==> src/rtl/ps2_ascii_decoder_pkg.sv <==
// Shared PS/2 set-2 decode definitions: prefix and modifier codes, prefix FSM states
// and the JP-106 scancode-to-ASCII lookup.
package ps2_ascii_decoder_pkg;

  localparam logic [7:0] KB_BRK    = 8'hF0;
  localparam logic [7:0] KB_EXT    = 8'hE0;
  localparam logic [7:0] KB_LSHIFT = 8'h12;
  localparam logic [7:0] KB_RSHIFT = 8'h59;
  localparam logic [7:0] KB_CAPS   = 8'h58;
  localparam logic [7:0] KB_UNDEF  = 8'hFF;

  typedef enum logic [1:0] {
    ST_IDLE    = 2'd0,
    ST_BRK     = 2'd1,
    ST_EXT     = 2'd2,
    ST_EXT_BRK = 2'd3
  } kb_state_e;

  // Letters follow shift^caps; everything else is a {shifted, unshifted} pair keyed on shift only.
  function automatic logic [7:0] kb_lookup(input logic [7:0] code, input logic shift,
                                           input logic caps);
    logic [7:0]  lower;
    logic [15:0] sym;
    logic [7:0]  result;
    case (code)
      8'h1C: lower = 8'h61;  8'h32: lower = 8'h62;  8'h21: lower = 8'h63;
      8'h23: lower = 8'h64;  8'h24: lower = 8'h65;  8'h2B: lower = 8'h66;
      8'h34: lower = 8'h67;  8'h33: lower = 8'h68;  8'h43: lower = 8'h69;
      8'h3B: lower = 8'h6A;  8'h42: lower = 8'h6B;  8'h4B: lower = 8'h6C;
      8'h3A: lower = 8'h6D;  8'h31: lower = 8'h6E;  8'h44: lower = 8'h6F;
      8'h4D: lower = 8'h70;  8'h15: lower = 8'h71;  8'h2D: lower = 8'h72;
      8'h1B: lower = 8'h73;  8'h2C: lower = 8'h74;  8'h3C: lower = 8'h75;
      8'h2A: lower = 8'h76;  8'h1D: lower = 8'h77;  8'h22: lower = 8'h78;
      8'h35: lower = 8'h79;  8'h1A: lower = 8'h7A;
      default: lower = 8'h00;
    endcase
    case (code)
      8'h16: sym = {8'h21, 8'h31};  8'h1E: sym = {8'h22, 8'h32};
      8'h26: sym = {8'h23, 8'h33};  8'h25: sym = {8'h24, 8'h34};
      8'h2E: sym = {8'h25, 8'h35};  8'h36: sym = {8'h26, 8'h36};
      8'h3D: sym = {8'h27, 8'h37};  8'h3E: sym = {8'h28, 8'h38};
      8'h46: sym = {8'h29, 8'h39};  8'h45: sym = {8'h30, 8'h30};
      8'h4E: sym = {8'h3D, 8'h2D};  8'h55: sym = {8'h7E, 8'h5E};
      8'h6A: sym = {8'h7C, 8'h5C};  8'h54: sym = {8'h60, 8'h40};
      8'h5B: sym = {8'h7B, 8'h5B};  8'h4C: sym = {8'h2B, 8'h3B};
      8'h52: sym = {8'h2A, 8'h3A};  8'h5D: sym = {8'h7D, 8'h5D};
      8'h41: sym = {8'h3C, 8'h2C};  8'h49: sym = {8'h3E, 8'h2E};
      8'h4A: sym = {8'h3F, 8'h2F};  8'h51: sym = {8'h5F, 8'h5F};
      8'h66: sym = {8'h08, 8'h08};  8'h5A: sym = {8'h0D, 8'h0D};
      8'h29: sym = {8'h20, 8'h20};  8'h76: sym = {8'h1B, 8'h1B};
      default: sym = {KB_UNDEF, KB_UNDEF};
    endcase
    if (lower != 8'h00) begin
      result = (shift ^ caps) ? (lower - 8'h20) : lower;
    end else begin
      result = shift ? sym[15:8] : sym[7:0];
    end
    return result;
  endfunction

endpackage

==> src/rtl/ps2_ascii_decoder_sync_fifo.sv <==
// Synchronous FIFO with occupancy count; simultaneous push and pop on full both succeed.
module ps2_ascii_decoder_sync_fifo #(
  parameter int WIDTH = 8,
  parameter int DEPTH = 8
) (
  input  logic                         clk,
  input  logic                         sclr,
  input  logic                         push,
  input  logic [WIDTH-1:0]             push_data,
  input  logic                         pop,
  output logic [WIDTH-1:0]             head,
  output logic                         full,
  output logic                         empty,
  output logic [$clog2(DEPTH+1)-1:0]   count
);

  localparam int AW = $clog2(DEPTH);
  localparam int CW = $clog2(DEPTH+1);

  logic [WIDTH-1:0] mem_r [DEPTH];
  logic [AW-1:0]    wr_ptr_r;
  logic [AW-1:0]    rd_ptr_r;
  logic [CW-1:0]    count_r;
  logic             do_push_s;
  logic             do_pop_s;

  assign empty     = (count_r == CW'(0));
  assign full      = (count_r == CW'(DEPTH));
  assign do_pop_s  = pop & ~empty & ~sclr;
  assign do_push_s = push & (~full | do_pop_s) & ~sclr;
  assign head      = empty ? {WIDTH{1'b0}} : mem_r[rd_ptr_r];
  assign count     = count_r;

  // Storage array carries no reset; only written entries are ever read.
  always_ff @(posedge clk) begin
    if (do_push_s) begin
      mem_r[wr_ptr_r] <= push_data;
    end
  end

  // Pointers wrap naturally because DEPTH is a power of two.
  always_ff @(posedge clk) begin
    if (sclr) begin
      wr_ptr_r <= AW'(0);
      rd_ptr_r <= AW'(0);
      count_r  <= CW'(0);
    end else begin
      if (do_push_s) wr_ptr_r <= wr_ptr_r + AW'(1);
      if (do_pop_s)  rd_ptr_r <= rd_ptr_r + AW'(1);
      case ({do_push_s, do_pop_s})
        2'b10:   count_r <= count_r + CW'(1);
        2'b01:   count_r <= count_r - CW'(1);
        default: count_r <= count_r;
      endcase
    end
  end

endmodule

==> src/rtl/ps2_ascii_decoder.sv <==
// PS/2 set-2 byte stream to ASCII character FIFO with make/break/extended tracking.
// Optional KB_TYPEMATIC_FILTER_EN suppresses auto-repeat of the last held make code.
module ps2_ascii_decoder
  import ps2_ascii_decoder_pkg::*;
#(
  parameter int DEPTH      = 8,
  parameter bit EMIT_UNDEF = 1'b0
) (
  input  logic                        clk,
  input  logic                        i_sclr,
  input  logic                        i_valid,
  input  logic [7:0]                  i_scancode,
  input  logic                        i_ready,
  output logic                        o_valid,
  output logic [7:0]                  o_ascii,
  output logic                        o_shift,
  output logic                        o_capslock,
  output logic [$clog2(DEPTH+1)-1:0]  o_count,
  output logic                        o_overflow
);

  kb_state_e  state_r;
  logic       shift_l_r;
  logic       shift_r_r;
  logic       capslock_r;
  logic       caps_held_r;
  logic       overflow_r;
  logic       shift_s;
  logic       make_push_s;
  logic       repeat_s;
  logic       push_s;
  logic [7:0] push_data_s;
  logic [7:0] lookup_s;
  logic       full_s;
  logic       empty_s;
  logic       pop_s;

  assign shift_s  = shift_l_r | shift_r_r;
  assign lookup_s = kb_lookup(i_scancode, shift_s, capslock_r);
  assign pop_s    = i_ready & ~empty_s;

`ifdef KB_TYPEMATIC_FILTER_EN
  logic [7:0] last_make_r;
  logic       last_live_r;

  assign repeat_s = last_live_r & (i_scancode == last_make_r);

  // Remember the last pushed plain make until its break arrives.
  always_ff @(posedge clk) begin
    if (i_sclr) begin
      last_make_r <= 8'h00;
      last_live_r <= 1'b0;
    end else if (i_valid && state_r == ST_IDLE && make_push_s && !repeat_s) begin
      last_make_r <= i_scancode;
      last_live_r <= 1'b1;
    end else if (i_valid && state_r == ST_BRK && i_scancode == last_make_r) begin
      last_live_r <= 1'b0;
    end else begin
      last_live_r <= last_live_r;
    end
  end
`else
  assign repeat_s = 1'b0;
`endif

  // Decide from current prefix state and byte whether this strobe pushes a character.
  always_comb begin
    make_push_s = 1'b0;
    push_s      = 1'b0;
    push_data_s = 8'h00;
    case (i_scancode)
      KB_BRK, KB_EXT, KB_LSHIFT, KB_RSHIFT, KB_CAPS: make_push_s = 1'b0;
      default: make_push_s = (lookup_s != KB_UNDEF) | EMIT_UNDEF;
    endcase
    if (!i_valid) begin
      push_s = 1'b0;
    end else begin
      case (state_r)
        ST_IDLE: begin
          push_s      = make_push_s & ~repeat_s;
          push_data_s = lookup_s;
        end
        ST_EXT: begin
          case (i_scancode)
            8'h5A: begin push_s = 1'b1; push_data_s = 8'h0D; end
            8'h4A: begin push_s = 1'b1; push_data_s = 8'h2F; end
            default: begin push_s = 1'b0; push_data_s = 8'h00; end
          endcase
        end
        default: begin
          push_s      = 1'b0;
          push_data_s = 8'h00;
        end
      endcase
    end
  end

  // Prefix FSM plus modifier latches; caps_held blocks caps toggling on typematic repeats.
  always_ff @(posedge clk) begin
    if (i_sclr) begin
      state_r     <= ST_IDLE;
      shift_l_r   <= 1'b0;
      shift_r_r   <= 1'b0;
      capslock_r  <= 1'b0;
      caps_held_r <= 1'b0;
    end else if (i_valid) begin
      case (state_r)
        ST_IDLE: begin
          case (i_scancode)
            KB_BRK:    state_r   <= ST_BRK;
            KB_EXT:    state_r   <= ST_EXT;
            KB_LSHIFT: shift_l_r <= 1'b1;
            KB_RSHIFT: shift_r_r <= 1'b1;
            KB_CAPS: begin
              if (!caps_held_r) capslock_r <= ~capslock_r;
              caps_held_r <= 1'b1;
            end
            default: state_r <= ST_IDLE;
          endcase
        end
        ST_BRK: begin
          case (i_scancode)
            KB_LSHIFT: shift_l_r   <= 1'b0;
            KB_RSHIFT: shift_r_r   <= 1'b0;
            KB_CAPS:   caps_held_r <= 1'b0;
            default:   shift_l_r   <= shift_l_r;
          endcase
          state_r <= ST_IDLE;
        end
        ST_EXT:  state_r <= (i_scancode == KB_BRK) ? ST_EXT_BRK : ST_IDLE;
        default: state_r <= ST_IDLE;
      endcase
    end
  end

  // Sticky record of any character lost to a full FIFO.
  always_ff @(posedge clk) begin
    if (i_sclr) begin
      overflow_r <= 1'b0;
    end else if (push_s && full_s && !pop_s) begin
      overflow_r <= 1'b1;
    end else begin
      overflow_r <= overflow_r;
    end
  end

  ps2_ascii_decoder_sync_fifo #(
    .WIDTH (8),
    .DEPTH (DEPTH)
  ) u_fifo (
    .clk       (clk),
    .sclr      (i_sclr),
    .push      (push_s),
    .push_data (push_data_s),
    .pop       (i_ready),
    .head      (o_ascii),
    .full      (full_s),
    .empty     (empty_s),
    .count     (o_count)
  );

  assign o_valid    = ~empty_s;
  assign o_shift    = shift_s;
  assign o_capslock = capslock_r;
  assign o_overflow = overflow_r;

endmodule

==> config.mk <==
export PLATFORM = sky130hd
export DESIGN_NAME = ps2_ascii_decoder
export DESIGN_NICKNAME = d
export VERILOG_FILES = /design/src/rtl/ps2_ascii_decoder_pkg.sv /design/src/rtl/ps2_ascii_decoder_sync_fifo.sv /design/src/rtl/ps2_ascii_decoder.sv
export SDC_FILE = /design/constraint.sdc
export NUM_CORES = 1
export LEC_CHECK = 0
export CORE_AREA = 2 2 102 104
export CTS_CLUSTER_DIAMETER = 100
export DETAILED_ROUTE_END_ITERATION = 7
export DIE_AREA = 0 0 104 106
export PLACE_DENSITY = 0.75
export SLEW_MARGIN = 20
export SYNTH_ARGS = -nofsm -noshare
export SYNTH_HDL_FRONTEND = slang
export SYNTH_SLANG_ARGS = --single-unit
==> constraint.sdc <==
create_clock -name clk -period 4.7 [get_ports clk]
set_clock_uncertainty 0.05 [all_clocks]
set_input_delay 0.94 -clock clk [delete_from_list [all_inputs] [get_ports clk]]
set_output_delay 0.94 -clock clk [all_outputs]
set_load 0.005 [all_outputs]
==> results.md <==
* Max Freq at around 220 MHz
* Slew @ Worst Pin at between 900 and 1000 ps
* CTS sink cnt at 84
* RSZ-0062 raised after global routing: false
* Final Util at roughly two thirds
* Skew-Pair Late Insertion Delay at 350 ps
* Area contributors post-synth: edfxtp_1, dfxtp_1, mux4_2
* Critical path arrival at 4770 ps
* Worst hold margin at around 440 ps
* Mapped Cells at 489
* DR pass1 iterations at 5
* Async SR Flop Fraction at 0%
* RePlAce Congestion at about 0.97
* Synth unique cells at between 70 and 80
* Starting density of the core at ~53%
* Vias per inst at about 6.3
* P&R area growth vs syn at 27.7%
* Grt total ovfl at 0
* Commonest non-fill, non-tap cell in the layout: buf_4
* Hold-fix buffer count after cts at 0
* Max-cap viol count at 0
* GR Util All Layers at between 20% and 30%
* Worst setup EP type: flip-flop
* DR iter-0 viols at 345
* Layout cells sized above 1 at between 20 and 30%
* Tot Pwr at 1.84 mW
* Post-synthesis average cell area at ~11 um2
* Post-DP HPWL at ~11000 um
* Synth Warn # at 0
* Fin crit period at roughly 4500 ps
* Reg2reg path depth at 15
* Main synth FF type: edfxtp_1
* Syn_nets at slightly above 500
* Critical path type: in -> reg
* Rows at 37
* Pins over their slew limit at 0
* DP Worst Slack at -350 ps
* Worst-path maximum fanout at 14
* Status: finished clean
* Final ANT Viol Nets at 0
* Via count at around 4600
* DRC viols at 0
* CTS H-tree depth at 3
* Worst path required time at roughly 4900 ps
* Slew HR at between 30% and 40%
* Most frequent cells in the layout: buf_4, edfxtp_1, nor2_1
* CTS Buffer Depth at 2
* Root Buffer: clkbuf_8
* Ant. Diodes at 0
* PnR worst setup slack at ~160 ps
* Hold Path Class: reg -> reg
* Pleak at between 2 and 2.5 nW
* First-pass GRT wire length at between 20000 and 25000 um
* I/O pin count at 28
* Synth area leader: edfxtp_1
* Wire per inst at between 20 and 25 um
* Die Span Y at between 100 and 150 um
* Num CTS Buffers at 9
* #FFs+latches synth at 84
* Port Buffer Count at 27
* Nets@finish at around 630
* CTS tree: built
* Pwr Density at around 270 mW/mm2
* Register area share after synthesis at a little over two fifths
* Area of the die at 0.0110 mm2
* Top cell type's share of synthesized area at between 30% and 40%
* Setup tns final at 0 ps
* Synthesized area at 0.00528 mm2
* Clock transition at the registers of the reported paths at 90 ps
* Core footprint at about 0.01 mm2
* Worst VDD drop at 0.161 mV
* Post-Route WL at roughly 15000 um
* Fin. Hold Viols at 0
* CP startpoint kind: input pin
* Vias in the first global route at about 4600
* Initial antenna violation count at 0
* Largest net degree at the start of global routing at 26
* Final period util at 96.7%
* Post-synth EDFFs at between 60 and 70
* # setup viols final at 0
* Hold path cells at 2
* Die width at 104 um
==> final timing paths <==
check	from	endpoint	slack, ps
worst max-delay path	i_scancode[2]	u_fifo.count[3]	160
worst min-delay path	shift_l_r	shift_l_r	440
worst max register to register	shift_r_r	u_fifo.count[3]	1310
worst min register to register	shift_l_r	shift_l_r	440
==> state kept, by name, summed over array words and instances, names as in the netlist, named ones only <==
name and cells:
u_fifo.mem_r 64, u_fifo.count 4, u_fifo.rd_ptr_r 3, u_fifo.wr_ptr_r 3, state_r 2, caps_held_r 1
o_capslock 1, o_overflow 1, shift_l_r 1, shift_r_r 1
==> cells in the mapped netlist, types with 7 or more instances <==
master,n
nor2b_1,24
nand3b_1,8
a211oi_1,7
nor2_1,38
clkbuf_1,12
a21oi_1,29
buf_2,16
mux4_2,17
edfxtp_1,64
o211ai_1,16
o21ai_0,17
ha_1,14
nand3_1,8
nand2_1,26
nand2b_1,11
dfxtp_1,20
inv_1,13
mux2i_1,22
==> cells by family (layout without fill, tap and decap cells) <==
| group | count (synthesis) | count (layout) | share of synthesized area [%] |
|---|---|---|---|
| DFF | 84 | 84 | 43.9 |
| muxes | 44 | 44 | 12.6 |
| AOI/OAI and AO/OA | 122 | 122 | 16.7 |
| and+or+nand+nor | 165 | 165 | 17.5 |
| buffers and inverters | 51 | 169 | 4.29 |
| adders and majority gates | 15 | 15 | 3.69 |
| xor gates and xnor gates | 8 | 8 | 1.33 |
==> metrics by stage <==
stage | cell area [um2] | std cells
global placement | 6400 | 723
detailed placement | 6400 | 723
finish | 6750 | 743
global route | 6750 | 743
CTS | 6600 | 739
floorplan | 5320 | 489
==> final cells by class <==
class / count / area, um2
timing repair buffer: 138 / 1120
multi-input combinational: 354 / 2890
sequential: 84 / 2320
clock buffer: 9 / 124
fill: 773 / 3250
tap: 136 / 170
clock inverter: 7 / 73.8
inverter: 15 / 56.3
==> routing by layer <==
metal	vias to the layer above	global-route usage [%]	part of all wire, %
li1	2110	-	-
met1	2265	34.6	40
met2	220	46.9	50
met3	52	4.66	6.2
met4	0	12.3	4.1
met5	-	0	0
==> power by group <==
| group | total, mW | internal (mW) | switching (mW) |
|---|---|---|---|
| registers | 0.846 | 0.828 | 0.0178 |
| logic | 0.484 | 0.236 | 0.248 |
| clock network | 0.511 | 0.247 | 0.264 |
==> what timing repair did <==
item	4_1_cts	5_1_grt
buffers inserted	0	4
resized for setup	0	24
hold endpoints to repair	0	0
setup endpoints to repair	0	3
==> worst max-delay path, stage by stage <==
cell             delay [ps]
clkdlybuf4s50_1         500
buf_4                   220
nand2_1                 120
or4b_1                  500
a31oi_2                 230
or2_4                   180
ha_4                    200
nor2_1                  100
and3_4                  210
o2111ai_4               130
o21ai_4                 200
ha_4                    150
ha_1                    220
a21o_1                  190
a21oi_2                 140
xnor2_1                  80
or3_1                   320
a21oi_2                 130
Power figures use the tool's default switching activity.
